`src/rtl/hazard_pipe_ctrl.sv`:
```
// RV32I pipeline control: stage-tagged register fields, load-use and
// branch hazard handling, and saturating stall/flush event counters.
module hazard_pipe_ctrl #(
  parameter int CNT_W = 16
) (
  input  logic             clk,
  input  logic             reset_n,
  input  logic [4:0]       rs1_id,
  input  logic [4:0]       rs2_id,
  input  logic [4:0]       rd_id,
  input  logic             uses_rs1_id,
  input  logic             uses_rs2_id,
  input  logic             RegWen_id,
  input  logic             MemRead_id,
  input  logic             MemWrite_id,
  input  logic             branch_taken_exe,
  input  logic             ext_stall,
  output logic [4:0]       rs1_exe,
  output logic [4:0]       rs2_exe,
  output logic [4:0]       rd_exe,
  output logic [4:0]       rs2_mem,
  output logic [4:0]       rd_mem,
  output logic [4:0]       rd_wb,
  output logic             RegWen_exe,
  output logic             RegWen_mem,
  output logic             RegWen_wb,
  output logic             MemRead_exe,
  output logic             pc_en,
  output logic             ifid_en,
  output logic             flush_ifid,
  output logic             load_use,
  output logic [CNT_W-1:0] stall_cnt,
  output logic [CNT_W-1:0] flush_cnt
);

  typedef struct packed {
    logic [4:0] rs1;
    logic [4:0] rs2;
    logic [4:0] rd;
    logic       regwen;
    logic       memread;
  } exe_t;

  typedef struct packed {
    logic [4:0] rs2;
    logic [4:0] rd;
    logic       regwen;
  } mem_t;

  typedef struct packed {
    logic [4:0] rd;
    logic       regwen;
  } wb_t;

  exe_t exe_q;
  exe_t exe_d;
  mem_t mem_q;
  wb_t  wb_q;

  logic rs1_hit;
  logic rs2_hit;
  logic hazard;
  logic is_hold;
  logic is_flush;
  logic is_stall;
  logic bubble;

  localparam logic [CNT_W-1:0] CNT_MAX = {CNT_W{1'b1}};

  assign exe_d = '{
    rs1:     rs1_id,
    rs2:     rs2_id,
    rd:      rd_id,
    regwen:  RegWen_id,
    memread: MemRead_id
  };

  // A store depending on the load only through rs2 is covered by
  // WB-to-MEM forwarding, so it does not stall.
  assign rs1_hit = uses_rs1_id & (rs1_id == exe_q.rd);
  assign rs2_hit = uses_rs2_id & (rs2_id == exe_q.rd)
                 & ~(MemWrite_id & ~rs1_hit);
  assign hazard  = exe_q.memread & (exe_q.rd != 5'd0)
                 & (rs1_hit | rs2_hit);

  assign is_hold  = ext_stall;
  assign is_flush = ~ext_stall & branch_taken_exe;
  assign is_stall = ~ext_stall & ~branch_taken_exe & hazard;

  always_comb begin
    pc_en      = 1'b1;
    ifid_en    = 1'b1;
    flush_ifid = 1'b0;
    load_use   = 1'b0;
    bubble     = 1'b0;
    unique case (1'b1)
      is_hold: begin
        pc_en   = 1'b0;
        ifid_en = 1'b0;
      end
      is_flush: begin
        flush_ifid = 1'b1;
        bubble     = 1'b1;
      end
      is_stall: begin
        pc_en    = 1'b0;
        ifid_en  = 1'b0;
        load_use = 1'b1;
        bubble   = 1'b1;
      end
      default: ;
    endcase
  end

  always_ff @(posedge clk or negedge reset_n) begin
    if (!reset_n) begin
      exe_q <= '0;
      mem_q <= '0;
      wb_q  <= '0;
    end else if (!is_hold) begin
      exe_q <= bubble ? '0 : exe_d;
      mem_q <= '{rs2: exe_q.rs2, rd: exe_q.rd, regwen: exe_q.regwen};
      wb_q  <= '{rd: mem_q.rd, regwen: mem_q.regwen};
    end
  end

  always_ff @(posedge clk or negedge reset_n) begin
    if (!reset_n) begin
      stall_cnt <= '0;
      flush_cnt <= '0;
    end else begin
      if (is_stall && stall_cnt != CNT_MAX)
        stall_cnt <= stall_cnt + 1'b1;
      if (is_flush && flush_cnt != CNT_MAX)
        flush_cnt <= flush_cnt + 1'b1;
    end
  end

  assign rs1_exe     = exe_q.rs1;
  assign rs2_exe     = exe_q.rs2;
  assign rd_exe      = exe_q.rd;
  assign RegWen_exe  = exe_q.regwen;
  assign MemRead_exe = exe_q.memread;
  assign rs2_mem     = mem_q.rs2;
  assign rd_mem      = mem_q.rd;
  assign RegWen_mem  = mem_q.regwen;
  assign rd_wb       = wb_q.rd;
  assign RegWen_wb   = wb_q.regwen;

endmodule

```
`config.mk`:
```
export PLATFORM = sky130hd
export DESIGN_NAME = hazard_pipe_ctrl
export DESIGN_NICKNAME = d
export VERILOG_FILES = /design/src/rtl/hazard_pipe_ctrl.sv
export SDC_FILE = /design/constraint.sdc
export NUM_CORES = 1
export LEC_CHECK = 0
export CORE_UTILIZATION = 32
export CTS_BUF_LIST = sky130_fd_sc_hd__clkbuf_8
export DETAILED_ROUTE_END_ITERATION = 10
export GPL_TIMING_DRIVEN = 0
export SYNTH_ARGS = -nofsm -noshare
export SYNTH_HDL_FRONTEND = slang
export SYNTH_SLANG_ARGS = --single-unit
export TNS_END_PERCENT = 100
```
`constraint.sdc`:
```
create_clock -name clk -period 1.9 [get_ports clk]
set_clock_uncertainty 0.15 [all_clocks]
set_input_delay 0.38 -clock clk [delete_from_list [all_inputs] [get_ports clk]]
set_output_delay 0.38 -clock clk [all_outputs]
set_load 0.01 [all_outputs]
```
Yosys cells after proc, flatten, opt, wreduce, memory -nomap -nowiden:

Cells that the tools add are included.
Widths: inputs -> output; s select.

* register bits: 66
* input port bits: 24

* $add $sub $neg: 2
* eq/ne operators: 4
* mux-type cells: 5
* bitwise operators: 14
* reduce and logical (&&, ||, !) cells: 5

Operators by type and width (count)
* $add 16x1->16 const B: 2
* $ne 16x16->1 const B: 2
* $mux 17: 1
* $eq 5x5->1: 2
* $and 1x1->1: 9
* $reduce_bool 5->1: 1
* $mux 1: 4
* $not 1->1: 4
* $reduce_or 2->1: 2
* $logic_and 1x1->1: 2
* $or 1x1->1: 1

Depth between registers and ports, before layout:

* depth after elaboration: 12
* mapped depth: 7
* mapped depth without buffers: 6

Worst setup path after synthesis:

OpenSTA, ideal clock, no wires.

* path type: flip-flop to output port
* from: reg exe_q (netlist bit rd_exe[0])
* to: out pc_en
* arrival time: 1805 ps
* required time: 1370 ps
* slack: -435 ps
* cell stages (with the launch flop): 7
* buffers on the path: 1
* cell sequence: dfrtp_1 or4_1 o21ai_2 inv_2 and3_2 nor2_1 buf_4

* cells in the longest elaborated chain, start to end: 11
* elaborated cells on any way between the ends: 15
* those cells by class: eq/ne: 2; mux: 1; bitwise: 10; reduce/logical: 2

Ends and longest elaborated chain
* from (decl): line 55 `exe_t exe_q;`
* from (signal assigned): line 121 `exe_q <= bubble ? '0 : exe_d;`
* $eq 5x5->1: line 80 `assign rs1_hit = uses_rs1_id & (rs1_id == exe_q.rd);`
* $and 1x1->1: line 80
* $not 1->1: line 82 `& ~(MemWrite_id & ~rs1_hit);`
* $and 1x1->1: line 82
* $not 1->1: line 82
* $and 1x1->1: line 82
* $or 1x1->1: line 84 `& (rs1_hit | rs2_hit);`
* $and 1x1->1 (*): line 84
* $and 1x1->1 (*): line 88 `assign is_stall = ~ext_stall & ~branch_taken_exe & hazard;`
* $reduce_or 2->1 (no source line) (*)
* $mux 1 (*)
* to (decl): line 28 `output logic pc_en,`

Mark *: on every way between the ends. The rest lies on a longest branch, timed or not.

Final worst setup path:

* from: reg exe_q (netlist bit rd_exe[2])
* to: out pc_en

* cells in the longest elaborated chain, start to end: 11
* elaborated cells on any way between the ends: 15
* those cells by class: eq/ne: 2; mux: 1; bitwise: 10; reduce/logical: 2

Ends and longest elaborated chain
* $eq 5x5->1: line 80
* $and 1x1->1: line 80
* $not 1->1: line 82
* $and 1x1->1: line 82
* $not 1->1: line 82
* $and 1x1->1: line 82
* $or 1x1->1: line 84
* $and 1x1->1 (*): line 84
* $and 1x1->1 (*): line 88
* $reduce_or 2->1 (no source line) (*)
* $mux 1 (*): line 96 `unique case (1'b1)`

Marked as above.

==> flow_metrics.py <==
metrics = {
    "route": {
        "wl_per_cell_um": 16.2,
        "vias": 2346,
        "vias_per_cell": 4.90,
        "dr.pass1.iters": 7,
        "drc": 6,
        "drtAntennaViolNets": 0,
        "drt-initial-drc-count": 31,
        "drt-total-wl_um": 7780,
    },
    "timing": {
        "rsz0062_at_grt": "yes",
        "layout_setup_ws_ns": -0.600,
        "fmax_ghz": 0.400,
        "slew_viol_final": 0,
        "setup-violations-final": 34,
        "max_slew.worst_pin.slew_ns": 0.853,
        "period_minus_slack_ns": 2.50,
        "finalCritPeriodShare_pct": 132,
        "hold_viol_final": 1,
        "slew-limit-headroom_pct": 43.2,
        "hold_ws_ns": -0.000511,
    },
    "synthesis": {
        "synth_fa_ha_area_share_pct": 0.846,
        "synth_top_cells_by_count": "66 x dfrtp_1, 34 x xnor2_1, 19 x mux2_2, 19 x nand3_1, 14 x nand4_1",
        "ys.flop_type": "dfrtp_1",
        "synth_top_family_by_area": "simple AND/OR/NAND/NOR gates",
        "yosysSeqAreaShare_pct": 55.9,
        "synthMuxAreaShare_pct": 7.62,
        "synth_area_um2": 2960,
        "synth_fp_nets": 266,
        "synth_cell_types": 36,
        "ys_seq_elements": 66,
        "yosys_warnings": 0,
        "synth_edf_count": 0,
        "post_synth_and_or_nand_nor_area_fraction_pct": 15.2,
        "synthArstFlopShare_pct": 100,
        "synth_cells": 240,
        "synth_compound_area_share_pct": 7.19,
        "synth.top_cell.area_share_pct": 55.9,
        "avgSynthCellArea_um2": 12.3,
        "synth.most_common_cell": "dfrtp_1",
        "netlist.top_cell.by_area": "dfrtp_1",
        "synthXorXnorAreaFrac_pct": 11.6,
        "synth_area_leaders": "dfrtp_1 56%, xnor2_1 10%, mux2_2 7.2%, a22o_2 3.4%, nand3_1 3.2%",
    },
    "worst_hold_path": {
        "holdCritPathClass": "input pin to asynchronous set/reset pin",
    },
    "global_route": {
        "grt_pass1_vias": 2389,
        "antenna_found_initial": 0,
        "grt_overflow": 0,
        "grt_util_all_layers_pct": 17.0,
        "grt_pass1_wl_um": 12700,
        "grt_max_degree": 67,
    },
    "cells_and_area": {
        "fin_area_um2": 4570,
        "postLayoutCoreUtil_pct": 51.6,
        "final_net_count": 392,
        "num_antenna_cells": 0,
        "drive_gt1_share_pct": 29.6,
        "nFillCells": 807,
        "syn2layout_area_growth_pct": 54.5,
    },
    "critical_path": {
        "r2r_start": "rd_exe[2]",
        "crit_top_cell": "buf_6",
        "cp_slowest_stage_delay_ns": 0.51,
        "rrSetupSlack_ns": -0.20,
        "crit_required_ns": 1.37,
        "cp-startpoint": "rd_exe[2]",
        "crit_type": "flop to output pin",
        "cp.arrival_ns": 1.97,
        "end_kind": "output pin",
        "path_max_fanout": 6,
        "cp-start-kind": "flop",
        "path_cells": "or4_4 > o21ai_4 > inv_2 > and3_4 > nor2_4 > buf_6 > buf_6",
        "slowest_stage": "or4_4",
    },
    "die": {
        "die_area_um2": 9630,
        "initial_core_util_pct": 33.4,
        "io_pins": 94,
        "dieHeight_um": 98.1,
        "die_x_um": 98.1,
        "core_area_um2": 8850,
        "placementRows": 34,
    },
    "placed_design": {
        "placed_area_um2": 4030,
        "dp.final_hpwl_um": 5110,
        "gp_congestion": 0.752,
        "port_buffers": 93,
    },
    "clock_network": {
        "cts_made_buffers": 9,
        "clock_path_buffers": 2,
        "cts_tree": "built",
        "cts_sinks": 66,
        "clk_pin_slew_ns": 0.07,
        "cts_root_buffer": "clkbuf_8",
        "h-tree-depth": 3,
        "ctsHoldBuffers": 0,
        "insertion_delay_ns": 0.33,
    },
    "pwr": {
        "irDropWorstVdd_mv": 0.367,
        "p_leak_uw": 0.00205,
        "powerDensity_nw_per_um2": 799,
        "p_total_uw": 3650,
    },
    "outcome": {
        "failed_checks": "design-rule violations, negative hold slack, negative setup slack",
        "status": "finished, violations left",
    },
    "run": {
        "drv_cap": 0,
    },
}
-- power by group --
part	total, uW	switching, uW	internal, uW
sequential	1670	127	1540
combinational	789	313	476
clock	1190	530	663
-- metrics by stage --
stage	instances	setup WS (ns)	TNS, ns	hold slack [ns]
after CTS	475	-0.617	-5.99	0.0281
after global routing	479	-0.683	-7.63	0.0640
final	479	-0.600	-4.91	-0.000511
after global placement	441	-2.27	-161.66	0.329
after floorplan	240	-0.283	-0.841	-0.0656
after detailed placement	441	-1.15	-28.93	0.334
-- state kept, by name, indices dropped and copies added, names as in the netlist, 5 cells and up --
name / flops
stall_cnt: 16
rd_exe: 5
rd_mem: 5
rs2_mem: 5
rd_wb: 5
flush_cnt: 16
rs1_exe: 5
rs2_exe: 5
-- layer usage --
layer	global-route usage, %	vias to the layer above	part of all wire, %	wire [um]
met5	0	-	0	0
met3	3.36	9	3.6	278
met2	27.0	58	48	3730
met1	22.7	1156	47	3670
met4	7.34	0	1.4	105
li1	-	1123	-	-
-- cell families after synthesis --
group           Yosys count
fa+ha+maj                 2
buf+inv                  10
xor+xnor                 39
mux                      20
flops                    66
compound gates           22
simple gates             81
-- worst max-delay path, delay by kind of cell, from the launching register on --
kind                   cells  cell delay (ns)
AO/OA/AOI/OAI              1             0.15
buffers and inverters      3             0.23
flip-flops                 1             0.47
AND/OR/NAND/NOR            3             0.78
-- cell usage in the layout, fill, tap and decap left out, drive strengths merged, types with 2 or more instances in the layout --
cell,Yosys,routed
clkdlybuf4s50,0,78
dfrtp,66,66
xnor2,34,34
buf,6,31
mux2,20,20
nand3,19,19
a22o,17,17
nand4,14,14
clkbuf,2,14
nand2,12,12
and3,10,10
nor2,8,8
dlygate4sd2,0,7
xor2,5,5
and4,5,5
inv,2,5
dlymetal6s2s,0,4
nor3,3,3
and2,2,2
nor4,2,2
ha,2,2
o21ai,2,2
-- what timing repair did --
action                                  in CTS  in global routing
pin swaps                                    9                 13
buffers inserted                            16                  6
endpoints found under the setup margin      61                 65
gates cloned                                 3                  0
hold endpoints to repair                     0                  0
gates resized for setup                     54                 28
-- worst paths after layout --
path,endpoint,cells after the start
worst max register to register,stall_cnt[1],7
worst min-delay path,rs1_exe[0],1
max in group asynchronous,rd_exe[3],1
worst max-delay path,pc_en,7
worst min register to register,flush_cnt[14],1
min in group clk,flush_cnt[14],1
-- area by class of cell --
type | count | area (um^2) | area share, %
plain buffers | 8 | 65.1 | 1.42
repair buffers | 115 | 1120 | 24.4
well taps | 108 | 135 | 2.96
clock inverters | 5 | 46.3 | 1.01
multi-input cells | 164 | 1380 | 30.1
flip-flops and latches | 66 | 1670 | 36.6
inverters | 2 | 7.51 | 0.164
clock buffers | 11 | 151 | 3.32
No activity file was read; power rests on OpenSTA's default activity.
